===== src/rtl/seq_set_less_than.sv =====
// seq_set_less_than: multi-cycle SLT/SLTU compare unit.
// Scans the operands MSB-first, CHUNK bits per cycle, behind a start/done
// handshake. Optional build macro SLT_EARLY_EXIT_EN: when defined, the scan
// ends on the first differing chunk; otherwise latency is fixed at NCHUNK+1.
module seq_set_less_than #(
    parameter int WIDTH = 64,
    parameter int CHUNK = 8
) (
    input  logic             clk,
    input  logic             reset,
    input  logic             start,
    input  logic             is_signed,
    input  logic [WIDTH-1:0] a,
    input  logic [WIDTH-1:0] b,
    output logic             busy,
    output logic             done,
    output logic             less,
    output logic             eq,
    output logic             ge
);
    localparam int NCHUNK = WIDTH / CHUNK;
    localparam int IDXW   = (NCHUNK > 1) ? $clog2(NCHUNK) : 1;

    typedef enum logic [1:0] {IDLE, SCAN, DONE} state_t;

    state_t            state, state_nxt;
    logic [WIDTH-1:0]  a_q, b_q;
    logic [IDXW-1:0]   idx;
    logic              decided, less_acc;
    logic [CHUNK-1:0]  chunk_a, chunk_b;
    logic              chunk_diff, dec_nxt, lacc_nxt, scan_exit, accept;

    // Current chunk of each operand, selected by the down-counting index
    assign chunk_a    = a_q[int'(idx)*CHUNK +: CHUNK];
    assign chunk_b    = b_q[int'(idx)*CHUNK +: CHUNK];
    assign chunk_diff = (chunk_a != chunk_b);

    // The first differing chunk decides; later chunks never override it
    assign dec_nxt  = decided | chunk_diff;
    assign lacc_nxt = decided ? less_acc : (chunk_diff & (chunk_a < chunk_b));

`ifdef SLT_EARLY_EXIT_EN
    assign scan_exit = (idx == '0) | chunk_diff;
`else
    assign scan_exit = (idx == '0);
`endif

    // A new request is taken in IDLE, or in DONE for back-to-back issue
    assign accept = start && ((state == IDLE) || (state == DONE));

    // State register
    always_ff @(posedge clk) begin
        if (reset) state <= IDLE;
        else       state <= state_nxt;
    end

    // Next-state and handshake outputs
    always_comb begin
        state_nxt = state;
        busy      = 1'b0;
        done      = 1'b0;
        case (state)
            IDLE: if (start) state_nxt = SCAN;
            SCAN: begin
                busy = 1'b1;
                if (scan_exit) state_nxt = DONE;
            end
            DONE: begin
                done      = 1'b1;
                state_nxt = start ? SCAN : IDLE;
            end
            default: state_nxt = IDLE;
        endcase
    end

    // Operand capture, chunk scan, and result registers (loaded on SCAN exit
    // so they are valid in the DONE cycle and held until the next one)
    always_ff @(posedge clk) begin
        if (reset) begin
            a_q      <= '0;
            b_q      <= '0;
            idx      <= '0;
            decided  <= 1'b0;
            less_acc <= 1'b0;
            less     <= 1'b0;
            eq       <= 1'b0;
            ge       <= 1'b0;
        end else if (accept) begin
            // Flipping the sign bits maps two's complement order onto unsigned order
            a_q      <= {a[WIDTH-1] ^ is_signed, a[WIDTH-2:0]};
            b_q      <= {b[WIDTH-1] ^ is_signed, b[WIDTH-2:0]};
            idx      <= IDXW'(NCHUNK - 1);
            decided  <= 1'b0;
            less_acc <= 1'b0;
        end else if (state == SCAN) begin
            decided  <= dec_nxt;
            less_acc <= lacc_nxt;
            if (idx != '0) idx <= idx - IDXW'(1);
            if (scan_exit) begin
                less <= dec_nxt & lacc_nxt;
                eq   <= ~dec_nxt;
                ge   <= ~(dec_nxt & lacc_nxt);
            end
        end
    end
endmodule


===== config.mk =====
export PLATFORM = sky130hd
export DESIGN_NAME = seq_set_less_than
export DESIGN_NICKNAME = d
export VERILOG_FILES = /design/src/rtl/seq_set_less_than.sv
export SDC_FILE = /design/constraint.sdc
export NUM_CORES = 1
export LEC_CHECK = 0
export ABC_AREA = 1
export ABC_CLOCK_PERIOD_IN_PS = 2110
export CORE_MARGIN = 4
export CORE_UTILIZATION = 40
export DETAILED_ROUTE_END_ITERATION = 10
export HOLD_SLACK_MARGIN = 0.05
export PLACE_DENSITY = 0.79
export RECOVER_POWER = 25
export SLEW_MARGIN = 5
export SYNTH_ARGS = -nofsm -noshare
export SYNTH_HDL_FRONTEND = slang
export SYNTH_SLANG_ARGS = --single-unit

===== constraint.sdc =====
create_clock -name clk -period 2.11 [get_ports clk]
set_input_delay 0.422 -clock clk [delete_from_list [all_inputs] [get_ports clk]]
set_output_delay 0.422 -clock clk [all_outputs]
set_load 0.05 [all_outputs]

# After elaboration in Yosys (flattened, before gate mapping)
# Index checks and enable logic that the tools add are counted.
# totals
ff_bits,138
output_inout_bits,5
in_bits,132
# classes
bitwise,8
add_sub_neg,1
n_shift,2
muxes,10
eq_ne,5
n_reduce_logical,11
n_lt_le_gt_ge,1
# ops
operator,n
$shiftx 64x7->8,2
$mux 3,3
$lt 8x8->1,1
$ne 8x8->1,1
$pmux 2 s3,1
$mux 1,4
$mux 2,2
$ne 2x2->1 const B,2
$reduce_and 2->1,2
$reduce_bool 2->1,2
$logic_not 3->1,1
$not 1->1,3
$reduce_and 3->1,1
$reduce_bool 3->1,1
$sub 3x1->3 const B,1
$and 1x1->1,2
$eq 2x1->1 const B,1
$eq 2x2->1 const B,1
$logic_not 2->1,1
$reduce_or 2->1,1
$xor 1x1->1,2
$logic_and 1x1->1,1
$logic_or 1x1->1,1
$or 1x1->1,1

# Logic depth before layout (Yosys ltp)
# Gate-level depths: netlist (run 1).
# logic_depth
depth_word,6
mapped_depth,17
ltp_nobuf,15

# Worst setup path after synthesis (run 1)
# OpenSTA, ideal clock, no wires.
# synth_timing
kind,register to register
startpoint,reg idx[1]
endpoint,reg decided
t_required_ns,1.994
arrival_ns,1.933
setup_time_ns,0.116
path_stages_with_launch,13
path_slack_ns,0.061
path_cell_list,dfxtp_1 > inv_1 > clkbuf_1 > o21ai_0 > o221ai_1 > o21ai_1 > ha_1 > nand2_1 > nor2_1 > nand2_1 > or2_2 > o211ai_1 > inv_1
# synth_via
elab_chain_len,3
word_cells_on_any_way,4
# synth_lines
item,line_no,rtl
"start, declared",28,logic [IDXW-1:0] idx;
"start signal, assigned",92,idx <= IDXW'(NCHUNK - 1);
"start signal, assigned",98,if (idx != '0) idx <= idx - IDXW'(1);
$shiftx 64x7->8 (on tied branches),"34, 35",
$ne 8x8->1 *,36,assign chunk_diff = (chunk_a != chunk_b);
$or 1x1->1 *,39,assign dec_nxt = decided | chunk_diff;
"end signal, assigned",96,decided <= dec_nxt;
"end, declared",29,"logic decided, less_acc;"
# Every way passes the cells marked *; elsewhere a longest branch is shown, timed or not.
# A chain may end at the register's enable or synchronous reset.

# Final worst setup path (run 1)
# layout_timing
startpoint,reg idx[0]
endpoint,reg ge
# layout_via
elab_chain_len,6
word_cells_on_any_way,11
# layout_lines
item,line_no,rtl
$shiftx 64x7->8 (on tied branches),"34, 35",
$lt 8x8->1 / $ne 8x8->1 (equally long branches),"40, 36",
$and 1x1->1,40,assign lacc_nxt = decided ? less_acc : (chunk_diff & (chunk_a < chunk_b));
$mux 1,40,
$and 1x1->1,102,ge <= ~(dec_nxt & lacc_nxt);
$not 1->1,102,
"end signal, assigned",102,
"end, declared",19,output logic ge
# Several ways; a longest one is shown, not always the timed one.

==> results.py, run 1 <==
metrics = {
    "worst_setup_path": {
        "crit_required_ps": 2420,
        "path_cells": "buf_6 > buf_16 > o21ai_0 > o22ai_1 > nand2_1 > nand2_1 > ha_1 > nand2_2 > nor2_2 > nand2_2 > nand2_2 > nor2_4 > nand3_2 > nand2_1 > a21oi_1",
        "max_stage_delay_ps": 440,
        "timing.rr.end": "ge$_SDFFE_PP0P_",
        "reg2regPathDepth": 15,
        "cp_top_family": "simple AND/OR/NAND/NOR gates",
        "crit_type": "reg -> reg",
        "cp_slowest_cell": "dfxtp_4",
        "crit_buf_inv": 2,
        "cp.arrival_ps": 2480,
        "rr_startpoint": "idx[0]$_SDFFE_PP0P_",
        "critical_path.max_fanout": 8,
        "r2r_setup_slack_ps": -60,
        "start_kind": "flip-flop",
        "crit_path_end_kind": "flip-flop",
    },
    "synthesis": {
        "ys_ff_latch": 138,
        "synth_area_leaders": "dfxtp_1 45%, nor2_1 20%, o21ai_0 16%",
        "synth_flop_cell": "dfxtp_1",
        "synth_area_um2": 6105,
        "yosysWarnings": 0,
        "synth-seq-area-share": 0.4526,
        "yosysTopAreaCell": "dfxtp_1",
        "yosysUniqueCellTypes": 27,
        "synth_area_per_cell_um2": 7.098,
        "ys_async_sr_fraction": 0,
        "yosysMostFrequentCell": "nor2_1",
        "synth_edf_count": 0,
        "yosys-top-cells-count": "325 x nor2_1, 190 x o21ai_0, 138 x dfxtp_1",
        "synth_fp_nets": 1002,
        "netlist_instances": 860,
        "netlist.area_leader.share": 0.4526,
    },
    "floorplanning": {
        "start_util": 0.4138,
        "die_width_um": 131.5,
        "die_y_um": 131.5,
        "die_area_um2": 17300,
        "num_rows": 44,
        "core-area_um2": 14750,
        "io_pins": 137,
    },
    "global_route": {
        "grt_use_total": 0.1993,
        "grt_max_degree": 89,
        "grt_pass1_wl_um": 28110,
        "grt_pass1_vias": 5802,
        "overflow": 0,
        "antenna_found_initial": 0,
    },
    "placement": {
        "port_buffers": 136,
        "place_area_um2": 7607,
        "place_congestion": 0.8866,
        "post-place-ws_ps": -155.7,
        "dp.cells": 1137,
        "hpwl_um": 12360,
    },
    "timing": {
        "setup_viol": 5,
        "fin_crit_ps": 2173,
        "max_freq_mhz": 460.3,
        "fin_worst_skew_ps": 5.665,
        "slew_violations": 0,
        "slew_headroom": 0.5143,
        "timing.hold.ws_ps": 476.7,
        "tightest_slew_ps": 728.6,
        "setup_ws_ps": -62.58,
        "hold_viol_final": 0,
        "rsz0062_at_grt": "true",
        "period_share": 1.030,
    },
    "cts": {
        "cts_tree": "done",
        "ctsHoldBuffers": 0,
        "cts.path.max_buffers": 2,
        "clk_pin_slew_ps": 60,
        "cts_max_level": 4,
        "cts_buffers": 17,
        "cts_root_buffer": "clkbuf_16",
        "clock_sinks": 138,
        "clk_latency_ps": 420,
    },
    "route": {
        "drt-initial-drc-count": 613,
        "drt-vias-per-instance": 5.227,
        "drt-wirelength-per-cell_um": 15.37,
        "vias": 6173,
        "drt-pass1-iter-count": 6,
        "wirelength_um": 18160,
        "drc_errors": 0,
        "antenna_left": 0,
    },
    "finish": {
        "drive_gt1_frac": 0.1145,
        "syn_to_final_growth_pct": 41.83,
        "fin_area_um2": 8658,
        "fillers": 1248,
        "fin_cells": 1181,
        "regArea_um2": 2768,
        "multi_input_area_um2": 3078,
        "nets": 1126,
    },
    "status": {
        "violations": "setup timing",
        "outcome": "finished with violations",
    },
    "pwr": {
        "leakagePower_uw": 0.003515,
        "totalPowerFinal_uw": 8269,
        "peakVddDrop_mv": 0.5974,
        "p_per_area_nw_per_um2": 955.1,
    },
    "hold_path": {
        "worstHoldEndpoint": "a_q[53]$_SDFFE_PP0P_",
        "hold_depth": 2,
        "hold_path.class": "reg -> reg",
        "min_from": "a_q[53]$_SDFFE_PP0P_",
    },
    "run": {
        "drv_cap": 0,
    },
}
## per-stage QoR
stage | TNS [ps] | utilization
3_3_place_gp | -99.17 | 0.5156
5_1_grt | -589.6 | 0.5867
2_1_floorplan | 0 | -
6_report | -152.0 | 0.5868
4_1_cts | 0 | 0.5699
3_5_place_dp | -558.2 | 0.5156
## where the power goes
group | switching [uW] | internal (uW)
Combinational | 980 | 867
Sequential | 169 | 2840
Clock | 1080 | 2340
Total | 2220 | 6040
## worst register-to-register path: cells and delay by family, from the launching register on
family                   cells  cell delay (ps)
flip-flops                   1              440
AND/OR/NAND/NOR              9              770
adder cells (fa/ha/maj)      1              240
buffers and inverters        2              270
AO/OA/AOI/OAI                3              340
## per-layer routing
metal / up-vias / track usage / part of all wire
met5: - / 0 / 0
met4: 0 / 0.06126 / 0.019
met3: 40 / 0.05619 / 0.069
met2: 250 / 0.3198 / 0.46
met1: 2788 / 0.2618 / 0.45
li1: 3095 / - / -
## cells in the final DEF (no fill, tap or decap), types with 4 or more instances in the layout
cell type        instances
nor2_1                 318
o21ai_0                166
dfxtp_1                136
clkdlybuf4s50_1        133
nand2_1                 35
o21ai_1                 29
o22ai_1                 22
clkbuf_16               20
buf_4                   15
a21oi_1                 12
buf_12                   9
o221ai_1                 7
o21ai_2                  7
inv_1                    7
nor2_2                   7
nand2_2                  7
ha_1                     7
buf_6                    7
bufinv_16                6
inv_2                    5
nor2_4                   4
clkbuf_8                 4
## area by class of cell
class	count	area share
multi-input combinational	640	0.3555
sequential	138	0.3197
timing repair buffer	171	0.2111
clock buffer	24	0.05679
tap	184	0.02659
clock inverter	7	0.02139
inverter	16	0.008671
antenna	1	0.0002890
## sequential cells by signal (all words and copies together) (netlist names), named ones only
name / flops
a_q: 64
b_q: 64
decided: 1
eq: 1
ge: 1
idx: 3
less: 1
state: 2
## logic make-up (layout without fill, tap and decap cells)
kind of cell / Yosys count / after routing / share of synthesized area
fa+ha+maj: 10 / 10 / 0.02050
xor+xnor: 2 / 2 / 0.002870
buf+inv: 82 / 218 / 0.07051
other cells: 0 / 1 / 0
compound gates: 252 / 252 / 0.2179
flops: 138 / 138 / 0.4526
simple gates: 376 / 376 / 0.2357
## how the worst max path moves through the flow
| stage | start | endpoint | slack, ps | cells past startpoint |
|---|---|---|---|---|
| floorplan | idx[1]$_SDFFE_PP0P_ | decided$_SDFFE_PP0P_ | 60 | 12 |
| global placement | idx[0]$_SDFFE_PP0P_ | decided$_SDFFE_PP0P_ | -60 | 13 |
| detailed placement | idx[0]$_SDFFE_PP0P_ | ge$_SDFFE_PP0P_ | -160 | 14 |
| CTS | idx[1]$_SDFFE_PP0P_ | decided$_SDFFE_PP0P_ | 0.4 | 11 |
| global route | idx[0]$_SDFFE_PP0P_ | ge$_SDFFE_PP0P_ | -140 | 15 |
| finish | idx[0]$_SDFFE_PP0P_ | ge$_SDFFE_PP0P_ | -60 | 15 |
## what timing repair did
action,in CTS,in global routing
pin swaps,5,16
endpoints found under the setup margin,5,5
buffers inserted,6,2
gates cloned,1,3
gates resized for setup,20,63
endpoints found under the hold margin,0,0
Note: power is estimated with default switching activity, not from simulation.
==> inputs of run 2 (changes only) <==
Settings changed: CTS_BUF_LIST from default to sky130_fd_sc_hd__clkbuf_8, MAX_ROUTING_LAYER from default to met4.
==> run 2 against run 1 <==
The run still ends with setup timing left. Via count grew 0.81%. Final cell count is essentially flat. First-iteration DRC count rose by 4.9%. Die area did not move. Largest power group is now registers. Flip-flop and latch count stayed put. Worst setup slack worse by 74 ps. Register-to-register slack got worse by 70 ps. Utilization shrank 0.81 points. Total power decreased by 15%. Clock skew increased by 4.2 ps. Hold slack better by 5.4 ps. Non-clock buffer count increased by 1.
==> results.py, run 2 (same netlist as run 1, synthesis figures left out) <==
metrics = {
    "cts": {
        "clock_sinks": 138,
        "cts.path.max_buffers": 2,
        "clk_latency_ps": 460,
        "cts_tree": "done",
        "cts_max_level": 4,
        "cts_buffers": 17,
        "cts_root_buffer": "clkbuf_8",
        "ctsHoldBuffers": 0,
        "clk_pin_slew_ps": 80,
    },
    "pwr": {
        "power.internal_uw": 4767,
        "power_switching_uw": 2222,
        "seqPwrFrac": 0.430,
        "peakVddDrop_mv": 0.4350,
        "power.share.switching": 0.3179,
        "combPwrFrac": 0.279,
        "totalPowerFinal_uw": 6990,
        "pwr-share-clk": 0.291,
        "leakagePower_uw": 0.003430,
        "p_per_area_nw_per_um2": 818.5,
    },
    "worst_setup_path": {
        "max_stage_delay_ps": 430,
        "cp_top_family": "simple AND/OR/NAND/NOR gates",
        "cp.arrival_ps": 2600,
        "start_kind": "flip-flop",
        "cp_common_cell": "o21ai_2",
        "cp_slowest_cell": "dfxtp_4",
        "crit_type": "reg -> reg",
        "crit_path_end_kind": "flip-flop",
        "crit_buf_inv": 3,
        "critical_path.max_fanout": 8,
        "crit_required_ps": 2460,
        "path_cells": "buf_12 > clkbuf_16 > o21ai_2 > o221ai_2 > o21ai_2 > ha_1 > nand2_1 > nor2_1 > nand2_2 > or2_4 > o211ai_1 > inv_1",
    },
    "status": {
        "outcome": "finished with violations",
        "violations": "setup timing",
    },
    "placement": {
        "place_congestion": 0.8470,
        "port_buffers": 136,
        "post-place-ws_ps": -90.00,
        "hpwl_um": 12410,
        "place_area_um2": 7645,
    },
    "route": {
        "antenna_left": 0,
        "drt-pass1-iter-count": 5,
        "drc_errors": 0,
        "drt-wirelength-per-cell_um": 15.55,
        "drt-initial-drc-count": 643,
        "wirelength_um": 18380,
        "vias": 6223,
        "drt-vias-per-instance": 5.265,
    },
    "timing": {
        "setup_ws_ps": -136.3,
        "timing.hold.ws_ps": 482.1,
        "tightest_slew_ps": 806.0,
        "period_share": 1.065,
        "fin_crit_ps": 2246,
        "slew_headroom": 0.4621,
        "hold_viol_final": 0,
        "rsz0062_at_grt": "true",
        "max_freq_mhz": 445.2,
        "fin_worst_skew_ps": 9.904,
        "setup_viol": 5,
        "slew_violations": 0,
    },
    "global_route": {
        "antenna_found_initial": 0,
        "grt_pass1_wl_um": 27580,
        "grt_max_degree": 91,
        "overflow": 0,
        "grt_pass1_vias": 5631,
        "grt_use_total": 0.2013,
    },
    "floorplanning": {
        "num_rows": 44,
        "die_area_um2": 17300,
        "start_util": 0.4138,
        "die_y_um": 131.5,
        "core-area_um2": 14750,
        "io_pins": 137,
        "die_width_um": 131.5,
    },
    "finish": {
        "layout_common_cells": "317 x nor2_1, 150 x o21ai_0, 137 x dfxtp_1",
        "drive_gt1_frac": 0.1403,
        "fin_util": 0.5788,
        "diodes": 0,
        "layout_commonest_cell": "nor2_1",
        "syn_to_final_growth_pct": 39.89,
        "fin_area_um2": 8539,
        "top_regs": "a_q x64, b_q x64, idx x3",
        "nets": 1127,
    },
    "run": {
        "drv_cap": 0,
    },
    "hold_path": {
        "hold_path.class": "reg -> reg",
    },
}
-- run 2: tightest hold or removal path: cells and delay by family, from the launching register on --
kind             cells  cell delay, ps
flip-flops           1             320
AND/OR/NAND/NOR      2             120
-- run 2: per-layer routing --
metal	up-vias	share of wire	track usage
li1	3085	-	-
met1	2871	0.44	0.2639
met2	236	0.48	0.3066
met3	31	0.069	0.05352
met4	0	0.015	0.05893
met5	-	0	-
-- run 2: timing repair --
action	CTS	global route
cloned	0	9
pin swaps	1	44
setup buffers	0	4
gates resized for setup	9	109
endpoints found under the setup margin	4	5
-- run 2: final timing paths --
kind / depth (start not counted) / slack, ps / start / endpoint
worst max-delay path: 12 / -140 / idx[0]$_SDFFE_PP0P_ / decided$_SDFFE_PP0P_
worst min-delay path: 2 / 480 / a_q[51]$_SDFFE_PP0P_ / a_q[51]$_SDFFE_PP0P_
worst max register to register: 12 / -140 / idx[0]$_SDFFE_PP0P_ / decided$_SDFFE_PP0P_
worst min register to register: 2 / 480 / a_q[51]$_SDFFE_PP0P_ / a_q[51]$_SDFFE_PP0P_
-- run 2: cell type report --
| class | count | area [um^2] |
|---|---|---|
| flip-flops and latches | 138 | 2766 |
| repair buffers | 172 | 1882 |
| clock buffers | 20 | 275.3 |
| multi-input cells | 640 | 3209 |
| well taps | 184 | 230.2 |
| inverters | 16 | 77.57 |
| clock inverters | 12 | 98.84 |
| fillers | 1306 | 6215 |
-- run 2: metrics by stage --
step | TNS [ps] | instances
after detailed placement | -273.3 | 1137
final | -420.3 | 1182
after floorplan | 0 | 860
after CTS | -88.21 | 1169
after global routing | -1654 | 1182
after global placement | -76.69 | 1137
-- run 2: power by group through the flow --
stage / registers, uW / logic [uW] / clock network [uW]
6_report: 3010 / 1950 / 2040
3_5_place_dp: 3040 / 1530 / 0
4_1_cts: 2990 / 1550 / 2060
3_3_place_gp: 3040 / 1490 / 0
5_1_grt: 3030 / 2130 / 2180
2_1_floorplan: 3000 / 971 / 0
